--- src/rtl/ddr_cmd_pkg.sv ---
// Shared encodings for the DDR4 PHY command bus: command codes, per-bank
// state, receiver error codes and the transaction record layout.
package ddr_cmd_pkg;

  localparam logic [2:0] CMD_MRS = 3'b000;
  localparam logic [2:0] CMD_REF = 3'b001;
  localparam logic [2:0] CMD_PRE = 3'b010;
  localparam logic [2:0] CMD_ACT = 3'b011;
  localparam logic [2:0] CMD_WR  = 3'b100;
  localparam logic [2:0] CMD_RD  = 3'b101;
  localparam logic [2:0] CMD_ZQ  = 3'b110;
  localparam logic [2:0] CMD_NOP = 3'b111;

  typedef enum logic [1:0] {
    BANK_IDLE        = 2'd0,
    BANK_ACTIVATING  = 2'd1,
    BANK_ACTIVE      = 2'd2,
    BANK_PRECHARGING = 2'd3
  } bank_state_e;

  localparam logic [2:0] ERR_NONE      = 3'd0;
  localparam logic [2:0] ERR_ACT_N     = 3'd1;
  localparam logic [2:0] ERR_ACT_BUSY  = 3'd2;
  localparam logic [2:0] ERR_NOT_OPEN  = 3'd3;
  localparam logic [2:0] ERR_PRE_TRCD  = 3'd4;
  localparam logic [2:0] ERR_ALL_BUSY  = 3'd5;
  localparam logic [2:0] ERR_OVERFLOW  = 3'd6;

  // Transaction layout for the default geometry (row 16, bank 3, col 10).
  // The receiver carries the same {write, addr} packing as a flat vector so
  // that other geometries remain possible.
  localparam int TXN_ADDR_W = 16 + 3 + 10;

  typedef struct packed {
    logic                  write;
    logic [TXN_ADDR_W-1:0] addr;
  } txn_t;

endpackage

--- src/rtl/rx_txn_fifo.sv ---
// Two-entry synchronous valid/ready buffer for received transactions.
// A push while full is accepted only when the head is popped on the same edge.
module rx_txn_fifo #(
  parameter int WIDTH = 30
) (
  input  logic             clk,
  input  logic             reset_n,
  input  logic             push_i,
  input  logic [WIDTH-1:0] push_data_i,
  output logic             full_o,
  output logic             valid_o,
  input  logic             ready_i,
  output logic [WIDTH-1:0] data_o
);

  logic [WIDTH-1:0] mem_q [2];
  logic             wr_ptr_q;
  logic             rd_ptr_q;
  logic [1:0]       count_q;
  logic             pop;
  logic             push_ok;

  assign valid_o = (count_q != 2'd0);
  assign full_o  = (count_q == 2'd2);
  assign data_o  = mem_q[rd_ptr_q];
  assign pop     = valid_o && ready_i;
  assign push_ok = push_i && (!full_o || pop);

  // Storage, pointers and occupancy; reset clears storage so the head reads 0.
  always_ff @(posedge clk or negedge reset_n) begin
    if (!reset_n) begin
      mem_q[0] <= '0;
      mem_q[1] <= '0;
      wr_ptr_q <= 1'b0;
      rd_ptr_q <= 1'b0;
      count_q  <= 2'd0;
    end else begin
      if (push_ok) begin
        mem_q[wr_ptr_q] <= push_data_i;
        wr_ptr_q        <= ~wr_ptr_q;
      end
      if (pop) begin
        rd_ptr_q <= ~rd_ptr_q;
      end
      case ({push_ok, pop})
        2'b10:   count_q <= count_q + 2'd1;
        2'b01:   count_q <= count_q - 2'd1;
        default: count_q <= count_q;
      endcase
    end
  end

endmodule

--- src/rtl/ddr_cmd_receiver.sv ---
// Memory-side DDR4 command receiver: samples chip-selected commands, tracks
// per-bank open row and tRCD/tRP timing, rebuilds {row, bank, col} for each
// RD/WR into a 2-entry buffer, and reports protocol violations.
module ddr_cmd_receiver
  import ddr_cmd_pkg::*;
#(
  parameter int BANK_WIDTH = 3,
  parameter int ROW_WIDTH  = 16,
  parameter int COL_WIDTH  = 10,
  parameter int T_RCD      = 4,
  parameter int T_RP       = 4,
  localparam int ADDR_WIDTH = ROW_WIDTH + BANK_WIDTH + COL_WIDTH
) (
  input  logic                  clk,
  input  logic                  reset_n,
  input  logic [2:0]            phy_cmd,
  input  logic [15:0]           phy_addr,
  input  logic [1:0]            phy_bank,
  input  logic                  phy_bg,
  input  logic                  phy_act_n,
  input  logic                  phy_cs_n,
  output logic                  txn_valid,
  input  logic                  txn_ready,
  output logic                  txn_write,
  output logic [ADDR_WIDTH-1:0] txn_addr,
  output logic                  err_valid,
  output logic [2:0]            err_code,
  output logic [15:0]           ref_count
);

  localparam int NB   = 2 ** BANK_WIDTH;
  localparam int TMAX = (T_RCD > T_RP) ? T_RCD : T_RP;
  localparam int TW   = (TMAX > 1) ? $clog2(TMAX) : 1;

  logic [BANK_WIDTH-1:0] cmd_bank;
  logic                  sampled;
  logic                  act_mis;
  logic                  cmd_ok;
  logic                  err_hit;
  logic [2:0]            err_sel;
  logic                  push;
  logic                  ref_hit;
  logic [NB-1:0]         act_go;
  logic [NB-1:0]         pre_go;

  logic [NB-1:0]         bank_idle;
  logic [NB-1:0]         bank_rw_ok;
  logic [NB-1:0]         bank_activating;
  logic [ROW_WIDTH-1:0]  open_row [NB];

  logic                  fifo_full;
  logic                  fifo_pop;
  logic [ADDR_WIDTH:0]   push_data;
  logic [ADDR_WIDTH:0]   head_data;

  logic                  err_valid_q;
  logic [2:0]            err_code_q;
  logic [15:0]           ref_count_q;

  assign cmd_bank = BANK_WIDTH'({phy_bg, phy_bank});
  assign fifo_pop = txn_valid && txn_ready;

  // Per-bank state machines: open row plus a shared tRCD/tRP down-counter.
  for (genvar b = 0; b < NB; b++) begin : g_bank
    bank_state_e          state_q, state_d;
    logic [TW-1:0]        timer_q, timer_d;
    logic [ROW_WIDTH-1:0] row_q, row_d;

    assign bank_activating[b] = (state_q == BANK_ACTIVATING);
    assign bank_rw_ok[b]      = (state_q == BANK_ACTIVE) ||
                                (state_q == BANK_ACTIVATING && timer_q == '0);
    assign bank_idle[b]       = (state_q == BANK_IDLE) ||
                                (state_q == BANK_PRECHARGING && timer_q == '0);
    assign open_row[b]        = row_q;

    // Timer countdown, then ACT/PRE overrides for commands aimed at this bank.
    always_comb begin
      state_d = state_q;
      timer_d = timer_q;
      row_d   = row_q;
      case (state_q)
        BANK_ACTIVATING: begin
          if (timer_q == '0) state_d = BANK_ACTIVE;
          else               timer_d = timer_q - TW'(1);
        end
        BANK_PRECHARGING: begin
          if (timer_q == '0) state_d = BANK_IDLE;
          else               timer_d = timer_q - TW'(1);
        end
        default: ;
      endcase
      if (act_go[b]) begin
        state_d = BANK_ACTIVATING;
        timer_d = TW'(T_RCD - 1);
        row_d   = phy_addr[ROW_WIDTH-1:0];
      end else if (pre_go[b] && state_q == BANK_ACTIVE) begin
        state_d = BANK_PRECHARGING;
        timer_d = TW'(T_RP - 1);
      end
    end

    // Bank state registers.
    always_ff @(posedge clk or negedge reset_n) begin
      if (!reset_n) begin
        state_q <= BANK_IDLE;
        timer_q <= '0;
        row_q   <= '0;
      end else begin
        state_q <= state_d;
        timer_q <= timer_d;
        row_q   <= row_d;
      end
    end
  end

  // Command decode: legality against bank state, buffer push and error select.
  always_comb begin
    sampled = !phy_cs_n && (phy_cmd != CMD_NOP);
    act_mis = sampled && ((phy_cmd == CMD_ACT) == phy_act_n);
    cmd_ok  = sampled && !act_mis;
    err_hit = 1'b0;
    err_sel = ERR_NONE;
    act_go  = '0;
    pre_go  = '0;
    push    = 1'b0;
    ref_hit = 1'b0;
    if (act_mis) begin
      err_hit = 1'b1;
      err_sel = ERR_ACT_N;
    end else if (cmd_ok) begin
      case (phy_cmd)
        CMD_ACT: begin
          if (bank_idle[cmd_bank]) begin
            act_go[cmd_bank] = 1'b1;
          end else begin
            err_hit = 1'b1;
            err_sel = ERR_ACT_BUSY;
          end
        end
        CMD_RD, CMD_WR: begin
          if (!bank_rw_ok[cmd_bank]) begin
            err_hit = 1'b1;
            err_sel = ERR_NOT_OPEN;
          end else if (fifo_full && !fifo_pop) begin
            err_hit = 1'b1;
            err_sel = ERR_OVERFLOW;
          end else begin
            push = 1'b1;
          end
        end
        CMD_PRE: begin
          if (phy_addr[10]) begin
            if (|bank_activating) begin
              err_hit = 1'b1;
              err_sel = ERR_PRE_TRCD;
            end else begin
              pre_go = '1;
            end
          end else if (bank_activating[cmd_bank]) begin
            err_hit = 1'b1;
            err_sel = ERR_PRE_TRCD;
          end else begin
            pre_go[cmd_bank] = 1'b1;
          end
        end
        CMD_REF, CMD_MRS, CMD_ZQ: begin
          if (!(&bank_idle)) begin
            err_hit = 1'b1;
            err_sel = ERR_ALL_BUSY;
          end else begin
            ref_hit = (phy_cmd == CMD_REF);
          end
        end
        default: ;
      endcase
    end
  end

  assign push_data = {(phy_cmd == CMD_WR), open_row[cmd_bank], cmd_bank,
                      phy_addr[COL_WIDTH-1:0]};

  rx_txn_fifo #(
    .WIDTH(ADDR_WIDTH + 1)
  ) u_fifo (
    .clk        (clk),
    .reset_n    (reset_n),
    .push_i     (push),
    .push_data_i(push_data),
    .full_o     (fifo_full),
    .valid_o    (txn_valid),
    .ready_i    (txn_ready),
    .data_o     (head_data)
  );

  assign txn_write = head_data[ADDR_WIDTH];
  assign txn_addr  = head_data[ADDR_WIDTH-1:0];

  // Error pulse, sticky error code and REF counter.
  always_ff @(posedge clk or negedge reset_n) begin
    if (!reset_n) begin
      err_valid_q <= 1'b0;
      err_code_q  <= ERR_NONE;
      ref_count_q <= 16'd0;
    end else begin
      err_valid_q <= err_hit;
      if (err_hit) err_code_q <= err_sel;
      if (ref_hit) ref_count_q <= ref_count_q + 16'd1;
    end
  end

  assign err_valid = err_valid_q;
  assign err_code  = err_code_q;
  assign ref_count = ref_count_q;

endmodule

--- config.mk ---
export PLATFORM = sky130hd
export DESIGN_NAME = ddr_cmd_receiver
export DESIGN_NICKNAME = d
export VERILOG_FILES = /design/src/rtl/ddr_cmd_pkg.sv /design/src/rtl/rx_txn_fifo.sv /design/src/rtl/ddr_cmd_receiver.sv
export SDC_FILE = /design/constraint.sdc
export NUM_CORES = 1
export LEC_CHECK = 0
export BUFFER_PORTS_ARGS = -buffer_cell sky130_fd_sc_hd__buf_2
export CAP_MARGIN = 20
export CORE_ASPECT_RATIO = 1.4
export CORE_MARGIN = 3
export CORE_UTILIZATION = 55
export DETAILED_ROUTE_END_ITERATION = 10
export PLACE_DENSITY = 0.77
export SYNTH_ARGS = -nofsm -noshare
export SYNTH_HDL_FRONTEND = slang
export SYNTH_SLANG_ARGS = --single-unit
--- constraint.sdc ---
create_clock -name clk -period 2.4 [get_ports clk]
set_clock_uncertainty 0.1 [all_clocks]
set_input_delay 0.12 -clock clk [delete_from_list [all_inputs] [get_ports clk]]
set_output_delay 0.12 -clock clk [all_outputs]
set_load 0.03 [all_outputs]
**Yosys cells after proc, flatten, opt, wreduce, memory -nomap -nowiden**

Cells that the tools add are included.

- Bits in latches: 0
- Word-level logic and storage cells: 358
- Memories kept: 0
- Input port bits: 27
- Memory bits (read-only): 0
- Flip-flop bits (word level): 244
- Memory bits (writable): 0

- Bitwise operators: 5
- Divide/modulo/power cells: 0
- Multipliers: 0
- Reduce and logical (&&, ||, !) cells: 116
- Add/subtract/negate cells: 11
- Shift operators: 0
- Multiplexer cells: 129
- Equality and inequality tests: 59
- Magnitude comparators: 6

Operator list:

| kind | count |
|---|---|
| 2-to-1 mux 2 bit | 65 |
| 2-to-1 mux 30 bit | 4 |
| 2-to-1 mux 8 bit | 10 |
| bitwise mux 60 bit | 1 |
| binary-select mux 16 bit (select 3 bit) | 1 |
| equality test 2 bit (second input constant) | 18 |
| != test 4 x 2 -> 1 bit (second input constant) | 9 |
| case mux 2 bit (2 select lines) | 9 |
| logical AND 1 bit | 32 |
| zero test 2 bit | 16 |
| 2-to-1 mux 16 bit | 2 |
| nonzero test 4 bit | 8 |
| demux 30 bit (select 1 bit) | 1 |
| != test 4 x 3 -> 1 bit (second input constant) | 7 |
| 2-to-1 mux 3 bit | 8 |
| != test 3 x 2 -> 1 bit (second input constant) | 8 |
| AND reduction 3 bit | 8 |
| nonzero test 3 bit | 8 |
| 2-to-1 mux 1 bit | 22 |
| equality test 2 x 1 -> 1 bit (second input constant) | 9 |
| OR reduction 2 bit | 9 |
| subtractor 2 x 1 -> 2 bit (second input constant) | 9 |
| logical OR 1 bit | 17 |
| adder 16 x 1 -> 16 bit (second input constant) | 1 |
| other kinds (25) | 44 |

**Depth between registers and ports, before layout**

Gate-level depths: netlist (run 1).

- Depth after elaboration: 12
- Mapped depth: 11

**Cells and area by module**

A second synthesis (run 1) with hierarchy kept.

- Cell total of the unflattened synthesis: 877
- Area, all modules: 12031.5 um^2

By module, submodules not included:

| module | area each (um^2) | cells each | instances |
|---|---|---|---|
| ddr_cmd_receiver | 8974.9 | 699 | 1 |
| rx_txn_fifo | 3056.7 | 178 | 1 |

**Least setup slack after synthesis (run 1)**

Ideal clock, no wire load.

- Kind: reg-to-reg
- Start point: register g_bank[7].timer_q[0]
- End point: register g_bank[5].row_q[0]
- Path buffers: 2
- Path slack: -0.088 ns
- Data required time: 2.175 ns
- Stages on the path, launching flop included: 11
- Arrival: 2.263 ns
- Cells stage by stage: dfrtp_1 inv_1 ha_1 a21boi_0 o21ai_1 nand4_1 or4b_4 buf_12 nor2_8 buf_12 mux2_4

- Cells in the longest elaborated chain, start to end: 9

Ends and longest elaborated chain:

| item | line | text |
|---|---|---|
| start: declaration | ddr_cmd_receiver.sv:66 | `logic [TW-1:0] timer_q, timer_d;` |
| start signal: assignment | ddr_cmd_receiver.sv:110 | `timer_q <= timer_d;` |
| zero test 2 bit | ddr_cmd_receiver.sv:73 | `(state_q == BANK_PRECHARGING && timer_q == '0);` |
| logical AND 1 bit | ddr_cmd_receiver.sv:73 |  |
| logical OR 1 bit | ddr_cmd_receiver.sv:72 | `assign bank_idle[b] = (state_q == BANK_IDLE) \|\|` |
| binary-select mux 1 bit (select 3 bit) | ddr_cmd_receiver.sv:133 | `if (bank_idle[cmd_bank]) begin` |
| 2-to-1 mux 1 bit (implied by the code) | ddr_cmd_receiver.sv:133 |  |
| 2-to-1 mux 8 bit | ddr_cmd_receiver.sv:133 |  |
| 2-to-1 mux 8 bit | ddr_cmd_receiver.sv:131 | `case (phy_cmd)` |
| 2-to-1 mux 8 bit | ddr_cmd_receiver.sv:130 | `end else if (cmd_ok) begin` |
| 2-to-1 mux 8 bit | ddr_cmd_receiver.sv:127 | `if (act_mis) begin` |
| end signal: assignment | ddr_cmd_receiver.sv:111 | `row_q <= row_d;` |
| end: declaration | ddr_cmd_receiver.sv:67 | `logic [ROW_WIDTH-1:0] row_q, row_d;` |

No other way between the ends. The select of a mux whose other input is x is not followed.
A chain may end at the register's enable or synchronous reset.

**Worst setup path in the final report (run 1)**

- Start point: register g_bank[0].timer_q[1]
- End point: register u_fifo.mem_q[42] (netlist bit)

- Cells in the longest elaborated chain, start to end: 10

Ends and longest elaborated chain:

| item | line | text |
|---|---|---|
| start: declaration | ddr_cmd_receiver.sv:66 |  |
| start signal: assignment | ddr_cmd_receiver.sv:110 |  |
| zero test 2 bit | ddr_cmd_receiver.sv:71 | `(state_q == BANK_ACTIVATING && timer_q == '0);` |
| logical AND 1 bit | ddr_cmd_receiver.sv:71 |  |
| logical OR 1 bit | ddr_cmd_receiver.sv:70 | `assign bank_rw_ok[b] = (state_q == BANK_ACTIVE) \|\|` |
| binary-select mux 1 bit (select 3 bit) | ddr_cmd_receiver.sv:141 | `if (!bank_rw_ok[cmd_bank]) begin` |
| 2-to-1 mux 1 bit (implied by the code) | ddr_cmd_receiver.sv:141 |  |
| 2-to-1 mux 1 bit | ddr_cmd_receiver.sv:141 |  |
| 2-to-1 mux 1 bit | ddr_cmd_receiver.sv:131 |  |
| 2-to-1 mux 1 bit | ddr_cmd_receiver.sv:130 |  |
| 2-to-1 mux 1 bit | ddr_cmd_receiver.sv:127 |  |
| logical AND 1 bit | rx_txn_fifo.sv:27 | `assign push_ok = push_i && (!full_o \|\| pop);` |
| end signal: indexed assignment | rx_txn_fifo.sv:39 | `mem_q[wr_ptr_q] <= push_data_i;` |
| end: declaration | rx_txn_fifo.sv:16 | `logic [WIDTH-1:0] mem_q [2];` |

No other way between the ends. The select of a mux whose other input is x is not followed.

==> impl_metrics.tcl, run 1 <==
set metrics [dict create \
    netlist_area_sq_um 11800 \
    synth_fa_ha_area_frac 0.0106 \
    status "finished, violations left" \
    timing.final.crit_share 1.13 \
    ir_drop_uv 852 \
    violations "setup timing" \
    fmax_mhz 369 \
    ant_nets 0 \
    initial_core_util 0.568 \
    layout_min_cycle_time_ps 2710 \
    worst_ep_required_time_ps 2700 \
    first_global_vias 8873 \
    finalSetupViolCount 209 \
    rsz0062_at_grt "yes" \
    h-tree-depth 1 \
    cts_made_buffers 24 \
    grtUsageTotal 0.255 \
    crit_chain "inv_2, ha_4, nand2_2, mux2i_1, o22ai_1, nor4_4, nand3_2, nor2_4, buf_4, clkbuf_16, mux2_1" \
    synth_edf_count 0 \
    grt_pass1_wl_um 47700 \
    antenna_cells 0 \
    portBuffers 77 \
    gr-total-overflow 0 \
    drcViolationCount 0 \
    ys.flop_type "dfrtp_1" \
    fin_total_pwr_mw 13.2 \
    post_dp_cell_area_sq_um 13400 \
    drt-total-wl_um 33000 \
    dieArea_sq_um 23400 \
    worst_pin_slew_ps 598 \
    path_clk_slew_ps 70 \
    place_inst 1287 \
    cp_num_buf_inv 3 \
    antenna_found_initial 0 \
    io_pins 78 \
    critPathMaxStageDelay_ps 400 \
    tns_ps -43560 \
    slowest_stage "dfrtp_1" \
    fin_cells 1388 \
    synthMuxAreaShare 0.231 \
    die_height_um 180 \
    viasPerCell 6.09 \
    die_w_um 130 \
    ys_seq_area_frac 0.515 \
    timing.max_cap.violations 0 \
    powerDensity_nw_per_um2 847 \
    final-hold-violation-count 0 \
    cts_sinks 244 \
    wl_per_cell_um 23.7 \
    rows 62 \
    dr.pass1.iters 6 \
    hold_class "input port to asynchronous set/reset pin" \
    synth_top_family_by_area "multiplexers" \
    start_kind "flip-flop" \
    synth_top_area_frac 0.515 \
    max_slew_margin 0.601 \
    ys_warn_count 0 \
    synth.area.top_cells "dfrtp_1 (52%), mux2_2 (11%), mux2_4 (9.4%), a22oi_1 (4.1%), mux2_1 (2.2%)" \
    finalMaxSlewViolations 0 \
    end_kind "flip-flop" \
    path_delay_family "simple AND/OR/NAND/NOR gates" \
    yosys.area.top_type "dfrtp_1" \
    async_reset_ff_frac 1.00 \
    synth-simple-area-share 0.100 \
    path_class "flip-flop to flip-flop" \
    grt_max_degree 74 \
    cts_root_buf "clkbuf_16" \
    syn_to_final_growth_pct 31.2 \
    synth_cell_type_count 71 \
    drive_gt1_frac 0.505 \
    clock_latency_ps 530 \
    final_nets 1151 \
    place_hpwl_um 17800 \
    crit_fanout 4 \
    ys_ff_latch 244 \
    cts_tree "done" \
    syn-num-nets 915 \
    syn_avg_cell_area_sq_um 13.5 \
    leakagePower_nw 7.64 \
    finalInstanceArea_sq_um 15500 \
    synthXorXnorAreaFrac 0.0251 \
    drt_iter0_drc 771 \
    synth-compound-area-share 0.0796 \
    globalplace.congestion 0.866 \
    fin_ws_ps -313 \
    cts_buffer_depth 3 \
    postSynthCellCount 878 \
    core_sq_um 20900 \
    num_vias 8459 \
    worstPathArrival_ps 3010 \
]
-- where the power goes --
group	switching [mW]	internal (mW)
Sequential	0.432	4.78
Clock	1.66	2.54
Combinational	1.88	1.87
Total	3.98	9.19
-- cells by family (layout without fill, tap and decap cells) --
family,count (synthesis),count (layout)
flip-flops,244,244
multiplexers,219,219
AND/OR/NAND/NOR,179,179
AO/OA/AOI/OAI,132,132
buffers and inverters,60,314
XOR/XNOR,34,34
adder cells (fa/ha/maj),10,10
-- path summary, 6_finish.rpt --
| kind | slack (ps) | cells past startpoint | to | from |
|---|---|---|---|---|
| worst max-delay path | -310 | 11 | u_fifo.mem_q[42] | g_bank[0].timer_q[1] |
| worst min-delay path | 60 | 2 | g_bank[1].state_q[0] | reset_n |
| worst max register to register | -310 | 11 | u_fifo.mem_q[42] | g_bank[0].timer_q[1] |
| worst min register to register | 370 | 1 | ref_count[15] | ref_count[15] |
| max in group asynchronous | 1410 | 3 | g_bank[7].row_q[10] | reset_n |
| min in group clk | 90 | 4 | err_code[0] | phy_cmd[2] |
-- cell type report --
class                   count  area (sq um)
fillers                  1187          5330
inverters                  19          71.3
repair buffers            251          2220
flip-flops and latches    244          6110
clock buffers              31           677
well taps                 256           320
multi-input cells         574          5930
clock inverters            13           211
-- per-layer routing --
layer | share of wire | track usage
met1 | 0.38 | 0.326
met5 | 0 | 0
met2 | 0.51 | 0.442
met4 | 0.050 | 0.0894
met3 | 0.055 | 0.0330
-- cell usage in the layout (no fill, tap or decap), types with 9 or more instances in the layout --
cell           count
clkbuf_16         32
nor2b_1           12
a22oi_1           65
nor2_1            10
buf_12            18
mux2_1            14
buf_6             15
dlygate4sd3_1     22
nand2_1           35
o21ai_0            9
mux2_2            63
dfrtp_1          244
mux2_4           139
buf_4            107
inv_2             13
xnor2_1           25
nand4_1           21
nand2b_1          16
buf_2             76
-- flip-flops by register name (all words and copies together), names as in the netlist --
signal,count
g_bank.row_q,128
g_bank.timer_q,16
g_bank.state_q,16
err_code,3
u_fifo.count_q,2
u_fifo.wr_ptr_q,1
u_fifo.mem_q,60
err_valid,1
ref_count,16
u_fifo.rd_ptr_q,1
-- cell usage after synthesis, types with 3 or more instances --
master / instances
nor2_8: 8
xor2_1: 8
or3_1: 3
mux2i_1: 3
nor3b_2: 3
buf_1: 3
ha_1: 10
o21ai_0: 14
o22ai_1: 8
nand4_1: 21
inv_1: 18
a22o_1: 3
nor2_1: 15
mux2_4: 74
buf_2: 4
o211ai_1: 5
o21ai_1: 3
xnor2_1: 26
and2_1: 4
nand2_1: 40
nand3_1: 15
a21o_1: 4
and3b_1: 4
and3_1: 5
a21oi_1: 10
buf_6: 6
buf_12: 9
o21a_1: 5
nand2b_1: 17
a22oi_1: 65
nand3_2: 3
mux2_1: 23
dfrtp_1: 244
mux2_2: 119
or2_2: 5
clkbuf_1: 13
buf_4: 6
nor2b_1: 13
-- what timing repair did --
| item | in CTS | in global routing |
|---|---|---|
| hold buffers | 22 | 0 |
| resized for setup | 104 | 64 |
| buffers inserted | 19 | 11 |
| pin swaps | 24 | 30 |
| hold endpoints to repair | 382 | 0 |
| cloned | 4 | 7 |
| setup endpoints to repair | 180 | 227 |
-- stage by stage --
step	util	hold WS (ps)	setup WS [ps]
global placement	0.641	37.7	-106
CTS	0.725	68.4	-156
detailed placement	0.641	46.8	-181
finish	0.745	58.9	-313
floorplan	-	-276	-38.4
global route	0.745	113	-325
Power figures use the tool's default switching activity.
==> run 2, diff against run 1 <==
Settings changed: MAX_ROUTING_LAYER from default to met4.
==> run 2 against run 1 <==
The flow still finishes with violations (setup timing). Final area grew 0.72%. Core utilization is 0.54 points higher. Register-to-register slack gained 60 ps. Cell count is 0.29% lower. Maximum frequency up 2.1%. Clock power is 6.2% lower. Critical path depth down 1. Non-clock buffer count down 2. First-iteration DRC count grew 6.4%. Critical endpoint is now g_bank[2].row_q[6]. Largest power group unchanged.
==> impl_metrics.tcl, run 2 (synthesis gave the netlist of run 1 again) <==
set metrics [dict create \
    rows 62 \
    post_dp_cell_area_sq_um 13400 \
    syn_to_final_growth_pct 32.1 \
    grt_pass1_wl_um 49700 \
    cts_sinks 244 \
    final_nets 1148 \
    fmax_mhz 376 \
    cts_buffer_depth 3 \
    grtUsageTotal 0.276 \
    cts_root_buf "clkbuf_16" \
    fin_cells 1384 \
    mostFrequentLayoutCells "dfrtp_1 (242), mux2_4 (162), buf_4 (104), buf_2 (76), a22oi_1 (65)" \
    r2r_cells 10 \
    worstPathArrival_ps 2960 \
    wl_per_cell_um 24.8 \
    final_common_cell "dfrtp_1" \
    end_kind "flip-flop" \
    layout_min_cycle_time_ps 2660 \
    rsz0062_at_grt "yes" \
    grt_use_met2 0.452 \
    globalplace.congestion 0.926 \
    combPwrFrac 0.302 \
    core_sq_um 20900 \
    worst_pin_slew_ps 505 \
    cts_tree "done" \
    powerDensity_nw_per_um2 840 \
    violations "setup timing" \
    place_inst 1286 \
    tns_ps -32990 \
    fin_total_pwr_mw 13.1 \
    num_vias 8616 \
    clock_latency_ps 520 \
    leakagePower_nw 7.65 \
    start_kind "flip-flop" \
    top_usage_layer "met2" \
    final-hold-violation-count 0 \
    die_height_um 180 \
    rrSetupSlack_ps -260 \
    top_register "g_bank.row_q" \
    clkPwrFrac 0.300 \
    seqPwrFrac 0.398 \
    p_int_mw 9.07 \
    timing.rr.end "g_bank[2].row_q[6]" \
    ir_drop_uv 1230 \
    cts_made_buffers 23 \
    hold_class "input port to asynchronous set/reset pin" \
    r2r_start "g_bank[7].timer_q[0]" \
    gr-total-overflow 0 \
    dr.pass1.iters 5 \
    path_class "flip-flop to flip-flop" \
    place_hpwl_um 18000 \
    crit_fanout 5 \
    dieArea_sq_um 23400 \
    drt_iter0_drc 820 \
    die_w_um 130 \
    initial_core_util 0.568 \
    max_slew_margin 0.663 \
    finalInstanceArea_sq_um 15700 \
    finalSetupViolCount 213 \
    drive_gt1_frac 0.527 \
    viasPerCell 6.23 \
    largest_reg_flops 128 \
    ant_nets 0 \
    drcViolationCount 0 \
    timing.final.crit_share 1.11 \
    largest_registers "g_bank.row_q x128, u_fifo.mem_q x60" \
    antenna_found_initial 0 \
    status "finished, violations left" \
    antenna_cells 0 \
    portBuffers 77 \
    grt_max_degree 61 \
    first_global_vias 8939 \
    timing.max_cap.violations 0 \
    pre_cts_ws_ps -161 \
    h-tree-depth 1 \
    grt_util_met1 0.348 \
    grt_use_met3 0.0410 \
    finalMaxSlewViolations 0 \
    netSwitchingPower_mw 4.08 \
    drt-total-wl_um 34400 \
    path_clk_slew_ps 70 \
    switching_share 0.310 \
    io_pins 78 \
    fin_ws_ps -258 \
    worst_ep_required_time_ps 2700 \
]
run 2: cell count changes in the layout (fill, tap and decap cells not counted), moves of 4 or more:
cell    before  now
mux2_1      14    0
mux2_4     139  162
mux2_2      63   54
buf_12      18   23
buf_6       15   11
run 2: repair_timing:
item                       4_1_cts  5_1_grt
resized for setup              130       82
setup endpoints to repair      206      229
hold endpoints to repair       393        0
hold buffers                    21        0
cloned                           6        6
pin swaps                       17       34
setup buffers                   20       10
run 2: final cells by class:
| type | count | area, sq um |
|---|---|---|
| Fill cell | 1178 | 5220 |
| Clock inverter | 13 | 176 |
| Tap cell | 256 | 320 |
| Timing Repair Buffer | 249 | 2250 |
| Multi-Input combinational cell | 574 | 6090 |
| Clock buffer | 29 | 638 |
| Inverter | 19 | 71.3 |
| Sequential cell | 244 | 6110 |
run 2: power by group through the flow:
stage	Sequential, mW	Clock (mW)	Combinational (mW)
floorplan	5.16	0	2.16
finish	5.23	3.95	3.96
global placement	5.18	0	3.13
CTS	5.18	3.96	3.64
detailed placement	5.21	0	3.24
global route	5.30	4.14	4.24
run 2: worst max-delay path by stage:
stage                               startpoint              endpoint  slack, ps  cells past startpoint
after floorplan           g_bank[7].timer_q[0]    g_bank[5].row_q[0]        -40                     10
after global placement    g_bank[7].state_q[0]  g_bank[5].timer_q[1]       -180                      8
after detailed placement  g_bank[2].timer_q[1]   g_bank[5].row_q[13]       -160                     10
after CTS                 g_bank[4].timer_q[0]   g_bank[5].row_q[13]       -160                     10
after global routing      g_bank[7].timer_q[0]    g_bank[6].row_q[3]       -300                     10
final                     g_bank[7].timer_q[0]    g_bank[2].row_q[6]       -260                     10
run 2: metrics by stage:
step                hold slack [ps]   util
finish                         27.9  0.750
global placement              -11.7  0.642
CTS                            33.8  0.729
global route                   72.3  0.750
detailed placement            -9.52  0.642
floorplan                      -276      -
run 2: per-layer routing:
metal | part of all wire | up-vias
li1 | - | 3683
met1 | 0.38 | 4338
met3 | 0.059 | 177
met5 | 0 | -
met4 | 0.061 | 0
met2 | 0.50 | 418
run 2: worst max-delay path: stages, from the launching register on:
cell and delay, ps:
dfrtp_1 390, inv_2 80, ha_4 130, a21boi_2 50, o21ai_1 140, nand4_1 170, or4b_4 610, buf_12 190
nor2_8 180, clkbuf_16 190, mux2_4 310
